## src/rtl/alu_pkg.sv

```systemverilog
// Shared definitions for the integer ALU path: operation select encoding,
// major opcodes decoded by the front end, and the entry handed to execute.
package alu_pkg;

  localparam int unsigned ALU_XLEN    = 64;
  localparam int unsigned ALU_SHAMT_W = 6;

  typedef enum logic [3:0] {
    OP_ADD  = 4'd0,
    OP_SUB  = 4'd1,
    OP_SLL  = 4'd2,
    OP_SRL  = 4'd3,
    OP_SRA  = 4'd4,
    OP_OR   = 4'd5,
    OP_AND  = 4'd6,
    OP_XOR  = 4'd7,
    OP_SLTU = 4'd8,
    OP_SLT  = 4'd9
  } op_sel_e;

  localparam logic [6:0] OPC_OP     = 7'b0110011;
  localparam logic [6:0] OPC_OP_IMM = 7'b0010011;
  localparam logic [6:0] OPC_LUI    = 7'b0110111;
  localparam logic [6:0] OPC_AUIPC  = 7'b0010111;

  localparam logic [6:0] FUNCT7_BASE = 7'b0000000;
  localparam logic [6:0] FUNCT7_ALT  = 7'b0100000;
  localparam logic [5:0] FUNCT6_BASE = 6'b000000;
  localparam logic [5:0] FUNCT6_SRA  = 6'b010000;

  typedef struct packed {
    logic [ALU_XLEN-1:0] opr_a;
    logic [ALU_XLEN-1:0] opr_b;
    op_sel_e             op_sel;
    logic [4:0]          rd;
    logic                illegal;
  } ex_entry_t;

  localparam ex_entry_t ENTRY_RST = '{
    opr_a:   '0,
    opr_b:   '0,
    op_sel:  OP_ADD,
    rd:      '0,
    illegal: 1'b0
  };

  // funct3 -> operation for register and immediate forms; alt selects
  // SUB/SRA in the slots that have an alternate encoding.
  function automatic op_sel_e alu_op_from_f3(input logic [2:0] f3, input logic alt);
    op_sel_e op;
    case (f3)
      3'b000:  op = alt ? OP_SUB : OP_ADD;
      3'b001:  op = OP_SLL;
      3'b010:  op = OP_SLT;
      3'b011:  op = OP_SLTU;
      3'b100:  op = OP_XOR;
      3'b101:  op = alt ? OP_SRA : OP_SRL;
      3'b110:  op = OP_OR;
      default: op = OP_AND;
    endcase
    return op;
  endfunction

endpackage

```

## src/rtl/decode_comb.sv

```systemverilog
// Combinational decoder for OP / OP-IMM / LUI / AUIPC.
// Ports:
//   instr_i               instruction word
//   pc_i                  PC of instr_i
//   rs1_data_i/rs2_data_i register-file read data
//   entry_o               operands, ALU op, rd and illegal flag
// Unsupported encodings produce a zeroed ADD entry with illegal set and rd=0.
module decode_comb
  import alu_pkg::*;
#(
  parameter int unsigned XLEN    = ALU_XLEN,
  parameter int unsigned SHAMT_W = ALU_SHAMT_W
) (
  input  logic [31:0]     instr_i,
  input  logic [XLEN-1:0] pc_i,
  input  logic [XLEN-1:0] rs1_data_i,
  input  logic [XLEN-1:0] rs2_data_i,
  output ex_entry_t       entry_o
);

  logic [6:0]      opcode;
  logic [2:0]      funct3;
  logic [6:0]      funct7;
  logic [5:0]      funct6;
  logic [XLEN-1:0] imm_i;
  logic [XLEN-1:0] imm_u;
  logic [XLEN-1:0] shamt;

  assign opcode = instr_i[6:0];
  assign funct3 = instr_i[14:12];
  assign funct7 = instr_i[31:25];
  assign funct6 = instr_i[31:26];
  assign imm_i  = {{(XLEN-12){instr_i[31]}}, instr_i[31:20]};
  assign imm_u  = {{(XLEN-32){instr_i[31]}}, instr_i[31:12], 12'b0};
  assign shamt  = {{(XLEN-SHAMT_W){1'b0}}, instr_i[20 +: SHAMT_W]};

  logic            legal;
  logic [XLEN-1:0] opr_a;
  logic [XLEN-1:0] opr_b;
  op_sel_e         op_sel;

  always_comb begin
    legal  = 1'b0;
    opr_a  = '0;
    opr_b  = '0;
    op_sel = OP_ADD;
    case (opcode)
      OPC_OP: begin
        if (funct7 == FUNCT7_BASE || funct7 == FUNCT7_ALT) begin
          legal  = 1'b1;
          opr_a  = rs1_data_i;
          opr_b  = rs2_data_i;
          op_sel = alu_op_from_f3(funct3, funct7[5]);
        end
      end
      OPC_OP_IMM: begin
        opr_a = rs1_data_i;
        if (funct3 == 3'b001) begin
          legal  = (funct6 == FUNCT6_BASE);
          opr_b  = shamt;
          op_sel = OP_SLL;
        end else if (funct3 == 3'b101) begin
          legal  = (funct6 == FUNCT6_BASE) || (funct6 == FUNCT6_SRA);
          opr_b  = shamt;
          op_sel = (funct6 == FUNCT6_SRA) ? OP_SRA : OP_SRL;
        end else begin
          legal  = 1'b1;
          opr_b  = imm_i;
          op_sel = alu_op_from_f3(funct3, 1'b0);
        end
      end
      OPC_LUI: begin
        legal = 1'b1;
        opr_b = imm_u;
      end
      OPC_AUIPC: begin
        legal = 1'b1;
        opr_a = pc_i;
        opr_b = imm_u;
      end
      default: legal = 1'b0;
    endcase
  end

  always_comb begin
    entry_o = ENTRY_RST;
    if (legal) begin
      entry_o.opr_a  = opr_a;
      entry_o.opr_b  = opr_b;
      entry_o.op_sel = op_sel;
      entry_o.rd     = instr_i[11:7];
    end else begin
      entry_o.illegal = 1'b1;
    end
  end

endmodule

```

## src/rtl/decode_issue.sv

```systemverilog
// Decode/issue stage: decodes one instruction per cycle and hands ALU
// operands to execute through a registered valid/ready stage with a
// one-entry skid buffer, so instr_ready_o comes straight from a flop.
// Ports:
//   clk_i, reset_i             clock, synchronous active-high reset
//   flush_i                    discard all held entries, block acceptance
//   instr_valid_i/instr_ready_o  fetch handshake
//   instr_i, pc_i              instruction and its PC
//   rs1_addr_o/rs2_addr_o      register-file read addresses (combinational)
//   rs1_data_i/rs2_data_i      register-file read data (same cycle)
//   ex_valid_o/ex_ready_i      execute handshake
//   opr_a_o, opr_b_o, op_sel_o, rd_o, illegal_o  execute entry fields
module decode_issue
  import alu_pkg::*;
#(
  parameter int unsigned XLEN    = ALU_XLEN,
  parameter int unsigned SHAMT_W = ALU_SHAMT_W
) (
  input  logic            clk_i,
  input  logic            reset_i,
  input  logic            flush_i,
  input  logic            instr_valid_i,
  output logic            instr_ready_o,
  input  logic [31:0]     instr_i,
  input  logic [XLEN-1:0] pc_i,
  output logic [4:0]      rs1_addr_o,
  output logic [4:0]      rs2_addr_o,
  input  logic [XLEN-1:0] rs1_data_i,
  input  logic [XLEN-1:0] rs2_data_i,
  output logic            ex_valid_o,
  input  logic            ex_ready_i,
  output logic [XLEN-1:0] opr_a_o,
  output logic [XLEN-1:0] opr_b_o,
  output logic [3:0]      op_sel_o,
  output logic [4:0]      rd_o,
  output logic            illegal_o
);

  // Encoding is {out_valid, skid_valid} so both handshake outputs are
  // direct state-flop bits.
  typedef enum logic [1:0] {
    ST_EMPTY = 2'b00,
    ST_OUT   = 2'b10,
    ST_FULL  = 2'b11
  } state_e;

  state_e    state_q, state_d;
  ex_entry_t out_q, out_d;
  ex_entry_t skid_q, skid_d;
  ex_entry_t dec_entry;
  logic      accept;
  logic      take;

  assign rs1_addr_o = instr_i[19:15];
  assign rs2_addr_o = instr_i[24:20];

  decode_comb #(
    .XLEN    (XLEN),
    .SHAMT_W (SHAMT_W)
  ) u_decode (
    .instr_i    (instr_i),
    .pc_i       (pc_i),
    .rs1_data_i (rs1_data_i),
    .rs2_data_i (rs2_data_i),
    .entry_o    (dec_entry)
  );

  // State and entry registers.
  always_ff @(posedge clk_i) begin
    if (reset_i) begin
      state_q <= ST_EMPTY;
      out_q   <= ENTRY_RST;
      skid_q  <= ENTRY_RST;
    end else begin
      state_q <= state_d;
      out_q   <= out_d;
      skid_q  <= skid_d;
    end
  end

  // Next state and entry movement.
  always_comb begin
    state_d = state_q;
    out_d   = out_q;
    skid_d  = skid_q;
    if (flush_i) begin
      state_d = ST_EMPTY;
      out_d   = ENTRY_RST;
      skid_d  = ENTRY_RST;
    end else begin
      case (state_q)
        ST_EMPTY: begin
          if (accept) begin
            state_d = ST_OUT;
            out_d   = dec_entry;
          end
        end
        ST_OUT: begin
          if (accept && take) begin
            out_d = dec_entry;
          end else if (accept) begin
            state_d = ST_FULL;
            skid_d  = dec_entry;
          end else if (take) begin
            state_d = ST_EMPTY;
          end
        end
        ST_FULL: begin
          if (take) begin
            state_d = ST_OUT;
            out_d   = skid_q;
          end
        end
        default: state_d = ST_EMPTY;
      endcase
    end
  end

  // Handshake and output fields.
  always_comb begin
    ex_valid_o    = state_q[1];
    instr_ready_o = ~state_q[0];
    accept        = instr_valid_i & instr_ready_o & ~flush_i;
    take          = ex_valid_o & ex_ready_i;
    opr_a_o       = out_q.opr_a;
    opr_b_o       = out_q.opr_b;
    op_sel_o      = out_q.op_sel;
    rd_o          = out_q.rd;
    illegal_o     = out_q.illegal;
  end

endmodule

```

## config.mk

```make
export PLATFORM = sky130hd
export DESIGN_NAME = decode_issue
export DESIGN_NICKNAME = d
export VERILOG_FILES = /design/src/rtl/alu_pkg.sv /design/src/rtl/decode_comb.sv /design/src/rtl/decode_issue.sv
export SDC_FILE = /design/constraint.sdc
export NUM_CORES = 1
export LEC_CHECK = 0
export ABC_CLOCK_PERIOD_IN_PS = 2200
export CAP_MARGIN = 10
export CORE_MARGIN = 2
export CORE_UTILIZATION = 40
export CTS_CLUSTER_SIZE = 25
export DETAILED_ROUTE_END_ITERATION = 8
export MAX_ROUTING_LAYER = met4
export PLACE_DENSITY = 0.67
export SYNTH_ARGS = -nofsm -noshare
export SYNTH_HDL_FRONTEND = slang
export SYNTH_SLANG_ARGS = --single-unit
```

## constraint.sdc

```tcl
create_clock -name clk_i -period 2.2 [get_ports clk_i]
set_input_delay 0.44 -clock clk_i [delete_from_list [all_inputs] [get_ports clk_i]]
set_output_delay 0.44 -clock clk_i [all_outputs]
set_load 0.02 [all_outputs]
```

* Word level (Yosys, flattened, before mapping)
Index checks and enable logic that the tools add are counted.
Cells by class: reductions and logical operators 13, bitwise operators 6, equality and inequality tests 19, multiplexer cells 31
Operators by type and width (count):
- 138-bit 2-to-1 mux | 3
- 138-bit one-hot mux with 3 select lines | 1
- 64-bit one-hot mux with 3 select lines | 2
- 64-bit 2-to-1 mux | 4
- 137-bit 2-to-1 mux | 1
- 4-bit one-hot mux with 7 select lines | 1
- 7-bit by 6-bit == test with 1-bit output (second input constant) | 3
- 4-bit one-hot mux with 5 select lines | 1
- 7-bit by 5-bit == test with 1-bit output (second input constant) | 2
- 4-bit 2-to-1 mux | 3
- 2-bit 2-to-1 mux | 5
- 3-bit == test (second input constant) | 3
- 2-bit inequality test (second input constant) | 4
- 4-bit one-hot mux with 2 select lines | 1
- 4-bit AND reduction | 2
- 7-bit zero test | 1
- 3-bit by 2-bit == test with 1-bit output (second input constant) | 2
- 6-bit by 5-bit == test with 1-bit output (second input constant) | 1
- 6-bit zero test | 1
- 3-bit 2-to-1 mux | 2
- 2-bit one-hot mux with 3 select lines | 1
- 1-bit 2-to-1 mux | 5
- 2-bit == test (second input constant) | 2
- 2-bit OR reduction | 2
- other kinds (11) | 16
Storage, ports and cells: bits in registers 278, logic and storage cells 80, input bits 229, output and inout bits 150

* Depth between registers and ports, before layout
depth in word-level cells 8, mapped depth 10, depth with buffers taken out 7

* Cells and area by module
A second synthesis with hierarchy kept.
Second synthesis, totals: cells, all modules 1604, area, all modules 13137.6 um^2
By module, submodules not included:
- decode_issue | times used 1, sequential area each 5565.3 um^2, cells each 1268, area each 11169.5 um^2
- decode_comb | times used 1, sequential area each 0.0 um^2, cells each 336, area each 1968.1 um^2

* Worst setup path before layout
No wires, ideal clock.
path kind reg2reg, start point reg state_q[1], end point reg out_q (netlist bit opr_b_o[21]), period minus slack after synthesis 2.192 ns, stages on the path, launching flop included 11, required time 2.066 ns, library setup time 0.134 ns, data arrival time 2.058 ns, path buffers 3, path slack 0.008 ns, cell sequence dfxtp_1 > inv_1 > ha_1 > nor2b_1 > a21oi_1 > and3_1 > buf_2 > buf_4 > buf_4 > mux2i_1 > o22ai_1
Between the ends: cells in the longest elaborated chain, start to end 4, elaborated cells between the ends (all ways) 11, classes of those cells eq/ne (5); mux (1); bitwise (1); reduce/logical (4)
Ends and longest elaborated chain:
- start, declared | RTL line decode_issue.sv:47 | state_e state_q, state_d;
- start signal, assigned | RTL line decode_issue.sv:75 | state_q <= state_d;
- 1-bit AND | RTL line decode_issue.sv:124 | take = ex_valid_o & ex_ready_i;
- 1-bit logical AND | RTL line decode_issue.sv:99 | if (accept && take) begin
- 2-bit inequality test (no line)
- 4-bit AND reduction (no line)
- end signal, assigned | RTL line decode_issue.sv:76 | out_q <= out_d;
- end, declared | RTL line decode_issue.sv:48 | ex_entry_t out_q, out_d;
Parallel ways exist; a longest one is shown, timed or not. A chain may end at the register's enable or synchronous reset.

* Final worst setup path
start point in instr_i[26], end point reg skid_q[6] (netlist bit)
Between the ends: cells in the longest elaborated chain, start to end 6, elaborated cells between the ends (all ways) 16, classes of those cells eq/ne (2); mux (10); reduce/logical (4)
Ends and longest elaborated chain:
- start, declared | RTL line decode_issue.sv:24 | input logic [31:0] instr_i,
- 6-bit by 5-bit == test with 1-bit output / 6-bit zero test (equally long branches) | RTL line decode_comb.sv:63, decode_comb.sv:65, decode_comb.sv:59
- 3-bit 2-to-1 mux / 1-bit logical OR (equally long branches) | RTL line decode_comb.sv:65, decode_comb.sv:63
- 4-bit 2-to-1 mux / 1-bit 2-to-1 mux (equally long branches) | RTL line decode_comb.sv:62 | end else if (funct3 == 3'b101) begin
- 4-bit 2-to-1 mux / 1-bit 2-to-1 mux (equally long branches) | RTL line decode_comb.sv:58 | if (funct3 == 3'b001) begin
- 4-bit one-hot mux with 2 select lines / 1-bit one-hot mux with 3 select lines (equally long branches) | RTL line decode_comb.sv:47 | case (opcode)
- 137-bit 2-to-1 mux * | RTL line decode_comb.sv:87 | if (legal) begin
- end signal, assigned | RTL line decode_issue.sv:77 | skid_q <= skid_d;
- end, declared | RTL line decode_issue.sv:49 | ex_entry_t skid_q, skid_d;
Every way passes the cells marked *; elsewhere a longest branch is shown, timed or not.

==> impl_metrics.yaml <==
clocking:
  cts_buffers: 30
  numClockSinks: 278
  clock-root-buffer: "sky130_fd_sc_hd__clkbuf_16"
  h-tree-depth: 1
  cts-root-to-sink-buffers: 3
  path_clk_slew_ps: 60
  clock_tree_from_tritoncts: "built"
  post_cts.repair.setup_buffers: 0
  clock_insertion_delay_worst_skew_ps: 550
timing:
  finalCritPeriodShare: 0.960
  max_freq_ghz: 0.474
  grt_setup_unrepaired: "false"
  tightestPinTransition_ps: 652
  layout_min_cycle_time_ps: 2110
  setup_viol_count_final: 0
  slew-limit-headroom: 0.565
  final-hold-violation-count: 0
  final-max-slew-violation-count: 0
  crit_path_setup_slack_layout_ps: 88.6
  final.setup_skew_ps: 14.3
min_path:
  min_path_type: "reg2reg"
detailed_routing:
  vias: 13700
  route.detailed.vias_per_inst: 5.74
  routed_wl_mm: 47.3
  route.detailed.wl_per_inst_um: 19.7
  drt_drc_violations_left: 0
  drtIter0Drc: 1106
  detail_route.first_pass.iterations: 5
  antenna_violating_nets_post_route: 0
power_and_ir_drop:
  leakagePower_nw: 7.23
  irDropWorstVdd_mv: 0.538
  power.density_nw_per_um2: 626
synthesis:
  yosysUniqueCellTypes: 52
  synth_fp_nets: 1803
  synthesis.area_um2: 13600
  synth_top_area_share: 0.409
  synth-edff-count: 0
  total_number_of_yosys_warnings: 0
  syn_area_per_cell_um2: 8.67
  post-synth-top-area-cell: "sky130_fd_sc_hd__dfxtp_1"
  dominantRegCellSynth: "sky130_fd_sc_hd__dfxtp_1"
  yosys-top-cells-area: "sky130_fd_sc_hd__dfxtp_1 (41%), sky130_fd_sc_hd__mux2i_1 (6.5%), sky130_fd_sc_hd__nor2_1 (5.0%), sky130_fd_sc_hd__a32oi_1 (4.4%), sky130_fd_sc_hd__a31o_2 (4.1%)"
  yosys_register_bits: 278
  syn-instance-count: 1570
  yosysSeqAreaShare: 0.409
  async_reset_ff_frac: 0
grt:
  grt_pass1_wl_mm: 73.7
  grt_usage: 0.261
  overflow: 0
  grt_busiest_layer: "met2"
  met3_usage: 0.0462
  global_route.usage.met1: 0.344
  grt_start_max_net_pins: 150
  grt_pass1_vias: 13100
  use_met2: 0.415
  antenna_found_initial: 2
cells_and_area:
  finish.net_count: 2153
  post_route_cells_drive_above_1_share: 0.139
  finish.utilization: 0.589
  layout-area-overhead-vs-synth_pct: 45.2
critical_path:
  worst_ep_arrival_time_ps: 2570
  crit_path_max_fanout: 3
  timing.setup.critical_path_class: "in2reg"
  cp_data_required_time_ps: 2660
  start_kind: "input pin"
  timing.critical_path.to_type: "flip-flop"
floorplanning:
  initial_utilization: 0.406
  ioPinCount: 379
  die_width_um: 188
  core_area_um2: 33500
  dieHeight_um: 188
  rows: 67
  dieArea_um2: 35500
placement:
  portBuffers: 378
  post_place_worst_slack_ps: -451
  dp.final_hpwl_mm: 31.9
  globalplace.congestion: 0.889
run:
  maxCapViolations: 0
outcome:
  status: "complete, no violations"
## cells in the final DEF (no fill, tap or decap), types with 5 or more instances in the layout
master / synthesis / final
sky130_fd_sc_hd__inv_1: 21 / 20
sky130_fd_sc_hd__a221oi_1: 40 / 40
sky130_fd_sc_hd__o21ai_1: 24 / 24
sky130_fd_sc_hd__mux2i_1: 88 / 88
sky130_fd_sc_hd__a22o_1: 6 / 6
sky130_fd_sc_hd__nor2_1: 181 / 178
sky130_fd_sc_hd__buf_12: 0 / 39
sky130_fd_sc_hd__a22oi_1: 45 / 45
sky130_fd_sc_hd__a2bb2oi_1: 18 / 18
sky130_fd_sc_hd__nand2_1: 35 / 35
sky130_fd_sc_hd__o2bb2ai_1: 34 / 34
sky130_fd_sc_hd__buf_4: 21 / 90
sky130_fd_sc_hd__and3_1: 68 / 67
sky130_fd_sc_hd__clkinv_2: 0 / 6
sky130_fd_sc_hd__nand2b_1: 5 / 5
sky130_fd_sc_hd__o21ai_0: 98 / 98
sky130_fd_sc_hd__clkdlybuf4s50_1: 0 / 375
sky130_fd_sc_hd__clkbuf_16: 0 / 31
sky130_fd_sc_hd__clkbuf_1: 140 / 8
sky130_fd_sc_hd__nand3_1: 15 / 13
sky130_fd_sc_hd__or3_1: 8 / 8
sky130_fd_sc_hd__dfxtp_1: 278 / 277
sky130_fd_sc_hd__a32oi_1: 69 / 69
sky130_fd_sc_hd__o22ai_1: 23 / 23
sky130_fd_sc_hd__a21oi_1: 41 / 39
sky130_fd_sc_hd__and2_1: 89 / 89
sky130_fd_sc_hd__a31o_2: 64 / 64
sky130_fd_sc_hd__nand4_1: 66 / 66
sky130_fd_sc_hd__clkbuf_8: 0 / 6
sky130_fd_sc_hd__o311a_1: 20 / 20
sky130_fd_sc_hd__or2_2: 8 / 7
## path summary, 6_finish.rpt
check	slack, ps	start	cells after the start	to
hold reg to reg	450	skid_q[7]	2	skid_q[7]
setup / recovery	90	instr_i[26]	6	skid_q[6]
hold / removal	450	skid_q[7]	2	skid_q[7]
setup reg to reg	150	state_q[0]	7	opr_a_o[12]
## synth_stat cells (all sizes together), types with 41 or more instances
library cell and instances:
a21oi 41, a32oi 69, buf 51, a22oi 45
and3 68, and2 89, a31o 64, clkbuf 140
mux2i 88, nand4 66, dfxtp 278, nor2 181
o21ai 122
## per-layer routing
| layer | vias to the layer above | part of all wire | routed length (um) |
|---|---|---|---|
| met2 | 517 | 0.46 | 21900 |
| met3 | 65 | 0.076 | 3580 |
| met1 | 6579 | 0.44 | 20700 |
| met4 | 0 | 0.023 | 1080 |
| li1 | 6586 | - | - |
| met5 | - | 0 | 0 |
## stage by stage
step | power [mW] | hold WS [ps] | cell area [um2] | cells | TNS [ps]
2_1_floorplan | 6.15 | 427 | 13600 | 1570 | 0
6_report | 12.4 | 447 | 19800 | 2395 | 0
3_3_place_gp | 7.14 | 435 | 18700 | 2336 | -74090
3_5_place_dp | 7.15 | 442 | 18700 | 2336 | -83390
4_1_cts | 12.5 | 437 | 19700 | 2392 | 0
5_1_grt | 12.8 | 471 | 19800 | 2394 | 0
## critical path, cell delays in order
cell	delay, ps
sky130_fd_sc_hd__clkdlybuf4s50_1	420
sky130_fd_sc_hd__or3_4	440
sky130_fd_sc_hd__o311a_1	390
sky130_fd_sc_hd__a311oi_1	400
sky130_fd_sc_hd__o211ai_1	200
sky130_fd_sc_hd__o31ai_1	280
## layout make-up
cell class / instances / area (um2)
inverters: 22 / 82.6
repair buffers: 509 / 5290
well taps: 448 / 561
clock buffers: 45 / 888
flip-flops and latches: 278 / 5570
diodes: 3 / 7.51
multi-input cells: 1079 / 7210
fillers: 2900 / 13800
clock inverters: 11 / 158
## timing repair
action                                  CTS  global route
resized for setup                         1             5
hold buffers                              0             0
endpoints found under the setup margin    1            69
pin swaps                                 0             1
## power breakdown
part           leakage [nW]  switching, mW  internal (mW)
logic                  4.48          0.956          0.996
clock network         0.515           2.07           3.24
registers              2.24         0.0280           5.08
total                  7.23           3.06           9.32
## state kept, by name, indices dropped and copies added (netlist names)
name,cells
state_q,2
opr_b_o,64
rd_o,5
op_sel_o,4
skid_q,138
opr_a_o,64
illegal_o,1
## cell families after synthesis
family                   count (synthesis)  share of synthesized area
flip-flops                             278                      0.409
multiplexers                            88                     0.0647
buffers and inverters                  213                     0.0664
AO/OA/AOI/OAI                          497                      0.269
AND/OR/NAND/NOR                        490                      0.187
adder cells (fa/ha/maj)                  4                    0.00368
Power figures use the tool's default switching activity.
==> RTL change: new RTL, same flow settings <==
Set the package constant `ALU_XLEN` to 60 (it was 64).
--- a/src/rtl/alu_pkg.sv
+++ b/src/rtl/alu_pkg.sv
@@ -3,5 +3,5 @@
 package alu_pkg;
 
-  localparam int unsigned ALU_XLEN    = 64;
+  localparam int unsigned ALU_XLEN    = 60;
   localparam int unsigned ALU_SHAMT_W = 6;
 
Ports: changed (5 resized); port bits go from 379 to 359. No check against the original RTL was run, so the function may have changed too.
==> RTL change against the unedited design <==
Clock power down 10%. Synthesized cell count is 14% lower. Non-clock buffer count shrank 9. Largest power group unchanged. Routed wire length decreased by 15%. Synthesized area down 14%. Sequential cell count down 16. Final area decreased by 11%. Final cell count is 10% lower. Setup slack lost 0.018 ns. Power shrank 12%.
==> RTL change: results (changes against the unedited design) <==
Run status
  – Status: completed

Logic synthesis
  – Multiplexer share of the synthesized area: 0.05652 (-0.008181)
  – Syn nets: 1568 (-13%)
  – Synth Area in XOR/XNOR: 0.0007494 (+0.0007494)
  – Adder-Cell Fraction of Synth Area: 0.004282 (+0.0006057)

Cells and area
  – Number of fill cells: 2512 (-13%)
  – Nets: 1955 (-9.2%)
  – Max reg flops: 130 (-5.8%)
  – Layout cells sized above 1: 0.1229 (-0.01647)

Critical path
  – Peak fanout along the critical path: 14 (+11)
  – Worst R2R Start: state_q[1]
  – Crit-path slowest cell: dfxtp_4
  – FF-to-FF path depth: 9 (+2)
  – CP delay by family, top: buffers and inverters
  – CP max stage delay: 0.36 ns (-0.08 ns)
  – End of the critical path: opr_a_o[49]
  – Critical path arrival: 2.54 ns (-0.03 ns)

Place
  – Cell Area, Placed: 16510 um^2 (-12%)
  – Port Buf Inserts: 358 (-5.3%)
  – DP Wirelength: 27700 um (-13%)
  – Worst slack at placement: -0.3463 ns (+0.1045 ns)

Hold path
  – Hold endpoint: skid_q[71]
  – Hold_sp: skid_q[71]

Detailed routing
  – WL per Instance: 18.80 um (-4.8%)
  – Number of DRC markers in iteration 0: 1070 (-3.3%)

Pwr
  – Pleak: 6.234 nW (-14%)
  – Worst vdd ir: 0.5247 mV (-2.5%)

Global routing
  – Largest net degree at the start of global routing: 63 (-58%)
  – Gr usage total: 0.2597 (-0.0008266)
  – Initial antenna violation count: 3 (+1)
  – Vias in the first global route: 11721 (-11%)

Clock tree
  – Total CTS buffers: 29 (-3.3%)

STA
  – Post-layout min period: 2.129 ns (+0.01789 ns)
  – Final Skew: 0.006794 ns (-0.007551 ns)
RTL change: changes by cell type in the layout (fill, tap and decap cells not counted), moves of 26 or more:
cell and delta:
nand3_1 +32, nand4_1 -62, o2bb2ai_1 -33, o22ai_1 +48
a31o_2 -63, a221oi_1 -29, buf_4 +26, nor2_1 -150
and3_1 -64, a32o_1 +36, nand2_1 +152
RTL change: what timing repair did:
item | 4_1_cts | 5_1_grt
gates resized for setup | 0 | 2
setup endpoints to repair | 0 | 17
hold buffers | 0 | 0
setup buffers | 0 | 8
RTL change: metrics by stage:
stage,utilization,power [mW],cells
6_report,0.6107,10.87,2144
5_1_grt,0.6107,11.25,2144
4_1_cts,0.6082,10.92,2133
3_5_place_dp,0.5753,6.177,2079
3_3_place_gp,0.5753,6.172,2079
2_1_floorplan,-,5.368,1347
RTL change: power breakdown:
| part | switching (mW) | internal [mW] | total [mW] |
|---|---|---|---|
| Combinational | 0.619 | 0.711 | 1.33 |
| Sequential | 0.00880 | 4.76 | 4.77 |
| Clock | 1.99 | 2.79 | 4.78 |
| Total | 2.61 | 8.26 | 10.9 |
RTL change: worst reg2reg max path, cell delays in order (launching register included):
cell,delay (ns)
dfxtp_4,0.36
buf_4,0.15
ha_4,0.21
a21bo_2,0.23
o211ai_1,0.14
nor2_4,0.20
buf_12,0.17
buf_12,0.18
mux2i_2,0.24
o22ai_1,0.11
RTL change: cell type report:
type | count | share of cell area
antenna | 3 | 0.0004283
clock buffer | 44 | 0.04861
clock inverter | 10 | 0.005139
inverter | 11 | 0.002355
multi-input combinational | 930 | 0.3328
sequential | 262 | 0.2994
tap | 384 | 0.02741
timing repair buffer | 500 | 0.2838
RTL change: metal layers:
metal  track usage  part of all wire
met5             -                 0
met1        0.3169              0.41
met3       0.06092             0.087
met2        0.4305              0.48
met4       0.07118             0.027
